**src/rtl/gray_codec_pipe.sv**
```systemverilog
// Registered Gray-code engine: binary<->Gray conversion, Gray adjacency check
// and a free-running Gray counter behind a single valid/ready output stage.
module gray_codec_pipe #(
    parameter int WIDTH = 4
) (
    input  logic             clk,
    input  logic             rst,
    input  logic [1:0]       mode,
    input  logic             in_valid,
    output logic             in_ready,
    input  logic [WIDTH-1:0] in_data,
    output logic             out_valid,
    input  logic             out_ready,
    output logic [WIDTH-1:0] out_data,
    output logic             adj_err
);

    typedef enum logic [1:0] {
        MODE_B2G   = 2'b00,
        MODE_G2B   = 2'b01,
        MODE_CHECK = 2'b10,
        MODE_COUNT = 2'b11
    } mode_t;

    // Handshake: a word moves on a side only in a cycle where that side's valid
    // and ready are both high; valid never depends on ready, and the output
    // register may reload in the same cycle it is drained.
    logic in_fire;

    logic [WIDTH-1:0] gray_count;
    logic [WIDTH-1:0] prev_word;
    logic             hist_valid;

    logic [WIDTH-1:0] result_data;
    logic             result_err;
    mode_t            cur_mode;

    function automatic logic [WIDTH-1:0] to_gray(input logic [WIDTH-1:0] b);
        return b ^ (b >> 1);
    endfunction

    function automatic logic [WIDTH-1:0] to_binary(input logic [WIDTH-1:0] g);
        logic [WIDTH-1:0] b;
        b[WIDTH-1] = g[WIDTH-1];
        for (int i = WIDTH - 2; i >= 0; i--) begin
            b[i] = b[i+1] ^ g[i];
        end
        return b;
    endfunction

    function automatic int unsigned bit_count(input logic [WIDTH-1:0] v);
        int unsigned n;
        n = 0;
        for (int i = 0; i < WIDTH; i++) begin
            n = n + int'(v[i]);
        end
        return n;
    endfunction

    assign in_ready = !out_valid || out_ready;
    assign in_fire  = in_valid && in_ready;
    assign cur_mode = mode_t'(mode);

    always_comb begin
        result_data = '0;
        result_err  = 1'b0;
        unique case (cur_mode)
            MODE_B2G:   result_data = to_gray(in_data);
            MODE_G2B:   result_data = to_binary(in_data);
            MODE_CHECK: begin
                result_data = to_binary(in_data);
                // A hold (no bits changed) is a legal Gray step.
                result_err  = hist_valid && (bit_count(in_data ^ prev_word) > 1);
            end
            MODE_COUNT: result_data = gray_count;
            default:    result_data = '0;
        endcase
    end

    always_ff @(posedge clk) begin
        if (rst) begin
            out_valid  <= 1'b0;
            out_data   <= '0;
            adj_err    <= 1'b0;
            gray_count <= '0;
            prev_word  <= '0;
            hist_valid <= 1'b0;
        end else if (in_fire) begin
            out_valid <= 1'b1;
            out_data  <= result_data;
            adj_err   <= result_err;
            if (cur_mode == MODE_CHECK) begin
                prev_word  <= in_data;
                hist_valid <= 1'b1;
            end else begin
                hist_valid <= 1'b0;
            end
            if (cur_mode == MODE_COUNT) begin
                gray_count <= to_gray(to_binary(gray_count) + WIDTH'(1));
            end
        end else if (out_ready) begin
            out_valid <= 1'b0;
        end
    end

endmodule

```
**config.mk**
```make
export PLATFORM = sky130hd
export DESIGN_NAME = gray_codec_pipe
export DESIGN_NICKNAME = d
export VERILOG_FILES = /design/src/rtl/gray_codec_pipe.sv
export SDC_FILE = /design/constraint.sdc
export NUM_CORES = 1
export LEC_CHECK = 0
export BUFFER_PORTS_ARGS = -buffer_cell sky130_fd_sc_hd__buf_4
export CAP_MARGIN = 20
export CORE_MARGIN = 3
export CORE_UTILIZATION = 45
export CTS_BUF_LIST = sky130_fd_sc_hd__clkbuf_4 sky130_fd_sc_hd__clkbuf_8
export DETAILED_ROUTE_END_ITERATION = 12
export GPL_ROUTABILITY_DRIVEN = 1
export GPL_TIMING_DRIVEN = 0
export PLACE_DENSITY = 0.71
export SKIP_LAST_GASP = 1
export SLEW_MARGIN = 25
export SYNTH_ARGS = -nofsm -noshare
export SYNTH_HDL_FRONTEND = slang
export SYNTH_SLANG_ARGS = --single-unit
```
**constraint.sdc**
```tcl
create_clock -name clk -period 2 [get_ports clk]
set_clock_uncertainty 0.15 [all_clocks]
set_input_delay 0.3 -clock clk [delete_from_list [all_inputs] [get_ports clk]]
set_output_delay 0.3 -clock clk [all_outputs]
set_load 0.02 [all_outputs]
```
==> metrics.txt, run 1 <==
Overall Global Routing Usage=0.148; Cell Count, Final, Fillers Out=142; Max-Cap Viols=0; Yosys cell types=28; Critical Path RT=2.03 ns; Min-Delay Path Class=in2reg; initial DRC count=3; Synth Warn #=0; Setup TNS=0 ns; main area contributors after synthesis=dfxtp_1, xnor2_1, ha_1; hpwl dp=1.23 mm; crit path DAT=1.89 ns; detailed-route DRC error count=0; Critical R2R Launch=gray_count[2]; H-tree Lvls=1; initial antenna violation count=0; Post-CTS Setup Bufs=0; Min-Delay Path Depth=2; Final Critical Period=1.86 ns; Initial Util=0.484; Synth top area share=0.352; met3 usage=0.0393; share of cells above drive strength 1=0.239; setup slack, reg-to-reg=0.14 ns; worst vdd ir=0.321 mV; GR Util met2=0.251; unrepaired setup endpoints after global routing=false; Avg Inst Size Synth=8.80 µm²; vias per cell=5.11; final period utilization=0.930; HP Start=rst; Slew Limit Fails=0; first-pass GRT wire length=2.79 mm; Cell Area, Synth=853 µm²; clk_lat worst skew=0.28 ns; setup slack after layout=0.139 ns; CTS tree=done; Site Rows=15; area growth from synthesis to layout=21.6%; asr flop ratio synth=0; Slew @ Worst Pin=0.462 ns; Seq/Total Area, Yosys=0.352; Worst Setup End Kind=register; R2R depth=6; CP Class=reg2reg; clock buffer depth=2; Critical R2R Capture=gray_count[2]; WL/cell=11.4 µm; Die W=49.5 µm; critical path startpoint category=register; GRT overflow=0; clock sink total=15; drt pass-1 iters=4; GR peak layer=met2; core footprint=1760 µm²; vias in the first global route=689; EDFF count, synth=0; Main synth FF type=dfxtp_1; Die H=49.5 µm; Die Area=2450 µm²; Max Fanout on Critical Path=5; root buffer cell=clkbuf_4; # IOs=17; met1 usage=0.164; DP Worst Slack=0.128 ns; P_leak=0.453 nW; Synth top cells by count=dfxtp_1, nor2_1, xnor2_1; FMAX=537 MHz; CTS clock-pin slew for the worst setup and hold paths=0.09 ns; WHS Endpoint=gray_count[2]; Synth area leader=dfxtp_1; #FFs+latches synth=15; Final Core Density=0.588; Placed Cells=138; most common cell in the synthesized netlist=dfxtp_1; status=finished clean; Via Count=725; PwrDens=634 nW/µm²; ANT nets after route=0; NumNets Final=133; Routed WL=1.62 mm; largest net degree at the start of global routing=11; Final Hold Fails=0; CTS buffer count=3; Syn Nets=112; Rel. slew slack=0.692; n_diodes=0; Final Wtd Congestion=0.815; setup violators final=0; number of I/O port buffers=16; Cells after Synth=97
cells in the final DEF, fill, tap and decap left out, drive strengths merged:
master | synthesis | layout
a32oi | 1 | 1
dfxtp | 15 | 15
nor2b | 3 | 3
nand4 | 2 | 2
a2111oi | 1 | 1
mux2 | 1 | 1
a21o | 1 | 1
buf | 2 | 18
a311oi | 1 | 1
xor2 | 2 | 2
clkbuf | 1 | 5
o21ai | 3 | 3
o21a | 1 | 1
nor3 | 2 | 2
ha | 4 | 4
xnor2 | 10 | 10
nor2 | 13 | 13
nand3 | 3 | 3
o221a | 1 | 1
nand2b | 1 | 1
a21oi | 6 | 6
nand2 | 7 | 7
inv | 5 | 5
fa | 1 | 1
mux2i | 5 | 5
a211oi | 3 | 3
and2 | 2 | 2
critical path, stage by stage (launching register included):
cell	delay (ns)
dfxtp_2	0.40
xor2_1	0.20
ha_1	0.32
nor2b_1	0.16
xnor2_1	0.13
nor3_1	0.08
a2111oi_2	0.32
power by group:
group	internal, mW	total (mW)	leakage [nW]	switching (mW)
clock	0.0909	0.190	0.0184	0.0990
combinational	0.0696	0.146	0.311	0.0760
sequential	0.313	0.323	0.124	0.00981
layer usage:
layer	up-vias	share of wire
met2	19	0.48
met4	0	0.0099
met3	4	0.044
met5	-	0
met1	327	0.46
li1	375	-
logic make-up after synthesis:
logic type                 share of synthesized area
AOI/OAI and AO/OA                              0.148
xor gates and xnor gates                       0.132
adders and majority gates                     0.0821
buffers and inverters                         0.0381
DFF                                            0.352
muxes                                         0.0718
and+or+nand+nor                                0.176
sequential cells by signal, indices dropped and copies added (netlist names), named ones only:
register,cells
adj_err,1
gray_count,3
hist_valid,1
out_data,4
out_valid,1
prev_word,4
final cells by class:
cell class	count	area, µm²
fillers	178	727
multi-input cells	74	520
flip-flops and latches	15	303
repair buffers	16	120
well taps	25	31.3
clock buffers	4	30.0
inverters	5	18.8
plain buffers	3	13.8
what timing repair did:
action	in CTS	in global routing
hold buffers	0	0
setup endpoints to repair	0	1
gates resized for setup	0	2
stage by stage:
stage | hold WS, ns | power, mW | area (µm²)
floorplan | 0.219 | 0.422 | 853
global placement | 0.296 | 0.473 | 1000
detailed placement | 0.298 | 0.474 | 1000
CTS | 0.0681 | 0.667 | 1030
global route | 0.0546 | 0.695 | 1040
finish | 0.0661 | 0.658 | 1040
worst max-delay path by stage:
| stage | startpoint | endpoint | slack [ns] | cells past startpoint |
|---|---|---|---|---|
| 2_1_floorplan | gray_count[3] | gray_count[2] | 0.26 | 6 |
| 3_3_place_gp | gray_count[2] | gray_count[2] | 0.16 | 6 |
| 3_5_place_dp | gray_count[2] | gray_count[2] | 0.13 | 6 |
| 4_1_cts | gray_count[2] | gray_count[2] | 0.08 | 6 |
| 5_1_grt | gray_count[2] | gray_count[2] | 0.03 | 6 |
| 6_report | gray_count[2] | gray_count[2] | 0.14 | 6 |
No activity file was read; power rests on OpenSTA's default activity.
==> run 2: changes to the inputs <==
--- a/config.mk
+++ b/config.mk
@@ -5,15 +5,16 @@
 export SDC_FILE = /design/constraint.sdc
 export NUM_CORES = 1
 export LEC_CHECK = 0
-export BUFFER_PORTS_ARGS = -buffer_cell sky130_fd_sc_hd__buf_4
 export CAP_MARGIN = 20
+export CORE_ASPECT_RATIO = 1.2
 export CORE_MARGIN = 3
 export CORE_UTILIZATION = 45
 export CTS_BUF_LIST = sky130_fd_sc_hd__clkbuf_4 sky130_fd_sc_hd__clkbuf_8
 export DETAILED_ROUTE_END_ITERATION = 12
+export DONT_BUFFER_PORTS = 1
 export GPL_ROUTABILITY_DRIVEN = 1
 export GPL_TIMING_DRIVEN = 0
-export PLACE_DENSITY = 0.71
+export PLACE_DENSITY = 0.64
 export SKIP_LAST_GASP = 1
 export SLEW_MARGIN = 25
 export SYNTH_ARGS = -nofsm -noshare
==> metrics.txt, run 2 (synthesized netlist as in run 1, its figures left out) <==
status=finished clean; initial antenna violation count=0; commonest cells after routing, fill and taps aside=nor2_1, dfxtp_1, xnor2_1; number of I/O port buffers=0; CTS clock-pin slew for the worst setup and hold paths=0.09 ns; initial DRC count=7; clock buffer depth=2; Critical Path RT=2.03 ns; crit path DAT=1.86 ns; Die Area=2460 µm²; setup violators final=0; Slew @ Worst Pin=0.462 ns; Critical R2R Launch=gray_count[3]; hpwl dp=1.21 mm; CTS buffer count=3; Max Fanout on Critical Path=5; Initial Util=0.501; root buffer cell=clkbuf_4; area growth from synthesis to layout=10.3%; top routing layer used=met4; Slew Limit Fails=0; final period utilization=0.913; vias per cell=5.48; P_leak=0.387 nW; Final Hold Fails=0; FMAX=547 MHz; worst vdd ir=0.403 mV; clk_lat worst skew=0.28 ns; Filler cells=150; Final Total Pwr=0.627 mW; Multi-input gate area=523 µm²; Max-Cap Viols=0; met3 WL post-DR=105 µm; clock sink total=15; Final Wtd Congestion=0.695; unrepaired setup endpoints after global routing=false; Setup TNS=0 ns; Via Count=669; detailed-route DRC error count=0; Post-CTS Setup Bufs=0; # IOs=17; wire length on met2=759 µm; Final Critical Period=1.83 ns; drt pass-1 iters=4; share of cells above drive strength 1=0.125; Worst Setup SP=gray_count[3]; HP Start=in_data[0]; NumNets Final=120; first-pass GRT wire length=2.78 mm; ANT nets after route=0; n_diodes=0; Die H=53.7 µm; critical path startpoint category=register; PwrDens=666 nW/µm²; GRT overflow=0; H-tree Lvls=1; M1 WL=704 µm; Die W=45.8 µm; CP Class=reg2reg; biggest regs=out_data (4), prev_word (4), gray_count (3); largest net degree at the start of global routing=11; WL/cell=13.1 µm; Min-Delay Path Class=in2reg; vias in the first global route=694; CTS tree=done; Sequential Area=303 µm²; core footprint=1700 µm²; Site Rows=16; Worst Setup End Kind=register; Overall Global Routing Usage=0.159; WHS=0.0125 ns; Rel. slew slack=0.692; Routed WL=1.60 mm
run 2: changes by cell type in the layout (fill, tap and decap cells not counted), sizes merged:
| cell | delta |
|---|---|
| dlygate4sd3 | +3 |
| buf | -16 |
run 2: repair_timing:
action                     4_1_cts  5_1_grt
hold buffers                     3        0
hold endpoints to repair         7        0
setup endpoints to repair        0        1
gates resized for setup          0        3
run 2: area by class of cell:
type / instances / share of cell area
Sequential cell: 15 / 0.322
Buffer: 3 / 0.0146
Multi-Input combinational cell: 74 / 0.556
Timing Repair Buffer: 3 / 0.0319
Tap cell: 18 / 0.0239
Clock buffer: 4 / 0.0319
Inverter: 5 / 0.0199
run 2: worst paths after layout:
path	slack (ns)	depth (start not counted)	end
worst max-delay path	0.17	6	gray_count[2]
worst min register to register	0.31	2	hist_valid
worst max register to register	0.17	6	gray_count[2]
worst min-delay path	0.01	2	prev_word[0]
run 2: per-layer routing:
metal / track usage / vias up
li1: - / 344
met1: 0.190 / 302
met2: 0.258 / 19
met3: 0.0468 / 4
met4: 0.0711 / 0
met5: 0 / -
run 2: worst max-delay path: stages (launching register included):
cell       delay (ns)
dfxtp_2          0.39
xor2_1           0.19
ha_1             0.32
nor2b_2          0.15
xnor2_1          0.12
nor3_1           0.08
a2111oi_2        0.33
run 2: through the flow:
stage	setup slack, ns	cell area (µm²)	utilization	cells
floorplan	0.261	853	-	97
global placement	0.150	876	0.515	115
detailed placement	0.131	876	0.515	115
CTS	0.0900	936	0.550	122
global route	0.0237	941	0.553	122
finish	0.173	941	0.553	122
run 2: report_power, final:
part           internal (mW)  switching (mW)  leakage, nW
clock network         0.0910          0.0976       0.0184
logic                 0.0519          0.0528        0.245
registers              0.313          0.0210        0.124
==> run 3: changes to the inputs <==
--- a/config.mk
+++ b/config.mk
@@ -14,7 +14,7 @@
 export DONT_BUFFER_PORTS = 1
 export GPL_ROUTABILITY_DRIVEN = 1
 export GPL_TIMING_DRIVEN = 0
-export PLACE_DENSITY = 0.64
+export PLACE_DENSITY = 0.71
 export SKIP_LAST_GASP = 1
 export SLEW_MARGIN = 25
 export SYNTH_ARGS = -nofsm -noshare
==> metrics.txt, run 3 (synthesized netlist as in run 1, its figures left out) <==
Die Area=2460 µm²; PwrDens=671 nW/µm²; vias per cell=5.58; ANT nets after route=0; largest net degree at the start of global routing=11; Final Hold Fails=0; Worst Setup End Kind=register; H-tree Lvls=1; Post-CTS Setup Bufs=0; CP max-delay cell=dfxtp_2; status=finished clean; # IOs=17; final period utilization=0.922; biggest regs=out_data (4), prev_word (4), gray_count (3); CP Class=reg2reg; Critical R2R Launch=gray_count[2]; initial DRC count=17; Site Rows=16; Die H=53.7 µm; share of cells above drive strength 1=0.117; NumNets Final=119; Slew @ Worst Pin=0.443 ns; Critical Path RT=2.03 ns; FMAX=543 MHz; CTS tree=done; vias in the first global route=645; Final Total Pwr=0.623 mW; Slew Limit Fails=0; Final Wtd Congestion=0.753; setup slack, reg-to-reg=0.16 ns; first-pass GRT wire length=2.66 mm; Min-Delay Path Class=in2reg; drt pass-1 iters=4; P_leak=0.383 nW; Initial Util=0.501; Placed Area=876 µm²; root buffer cell=clkbuf_4; Via Count=675; clk_lat worst skew=0.28 ns; detailed-route DRC error count=0; Worst path max stage delay=0.39 ns; crit path DAT=1.88 ns; Routed WL=1.56 mm; Max Fanout on Critical Path=5; initial antenna violation count=0; n_diodes=0; HP Start=in_data[0]; Non-Filler Cell Area, Final=928 µm²; hpwl dp=1.22 mm; area growth from synthesis to layout=8.80%; Die W=45.8 µm; critical path startpoint category=register; number of I/O port buffers=0; Rel. slew slack=0.705; Setup TNS=0 ns; worst vdd ir=0.531 mV; Overall Global Routing Usage=0.148; commonest cells after routing, fill and taps aside=nor2_1, dfxtp_1, xnor2_1; core footprint=1700 µm²; Max-Cap Viols=0; CTS clock-pin slew for the worst setup and hold paths=0.09 ns; Final Core Density=0.546; unrepaired setup endpoints after global routing=false; GRT overflow=0; Worst Setup SP=gray_count[2]; Cell Chain, Critical Path=xor2_1, ha_1, nor2b_1, xnor2_1, nor3_1, a2111oi_2; clock sink total=15; WL/cell=12.9 µm; setup violators final=0; Final Critical Period=1.84 ns; CTS buffer count=3; clock buffer depth=2
[run 3: area by class of cell]
class	count	area [µm²]
fill	153	773
multi-input combinational	74	520
sequential	15	303
clock buffer	4	30.0
tap	18	22.5
timing repair buffer	2	20.0
inverter	5	18.8
buffer	3	13.8
[run 3: path summary, 6_finish.rpt]
kind,to,cells past startpoint
worst max-delay path,gray_count[2],6
worst min-delay path,prev_word[0],2
worst max register to register,gray_count[2],6
worst min register to register,adj_err,2
[run 3: layer usage]
metal  global-route usage  wire length [µm]
met3               0.0435               127
met2                0.242               740
met1                0.187               677
met5                    0                 0
met4               0.0427                11
[run 3: worst max-delay path: cells and delay by family (launching register included)]
kind                     cells  cell delay, ns
flip-flops                   1            0.39
XOR/XNOR                     2            0.34
adder cells (fa/ha/maj)      1            0.32
AO/OA/AOI/OAI                1            0.31
AND/OR/NAND/NOR              2            0.23
[run 3: stage by stage]
stage          hold WS (ns)  setup slack [ns]  cells
2_1_floorplan         0.219             0.261     97
3_3_place_gp          0.221             0.178    115
3_5_place_dp          0.222             0.103    115
4_1_cts              0.0131            0.0731    121
5_1_grt              0.0220            0.0437    121
6_report             0.0129             0.157    121
[run 3: report_power, final]
| group | switching, mW | internal (mW) | leakage [nW] |
|---|---|---|---|
| Clock | 0.0945 | 0.0910 | 0.0184 |
| Combinational | 0.0532 | 0.0504 | 0.241 |
| Sequential | 0.0208 | 0.313 | 0.124 |
[run 3: timing repair]
action / in CTS / in global routing
setup endpoints to repair: 0 / 1
hold buffers: 2 / 0
resized for setup: 0 / 2
hold endpoints to repair: 6 / 0
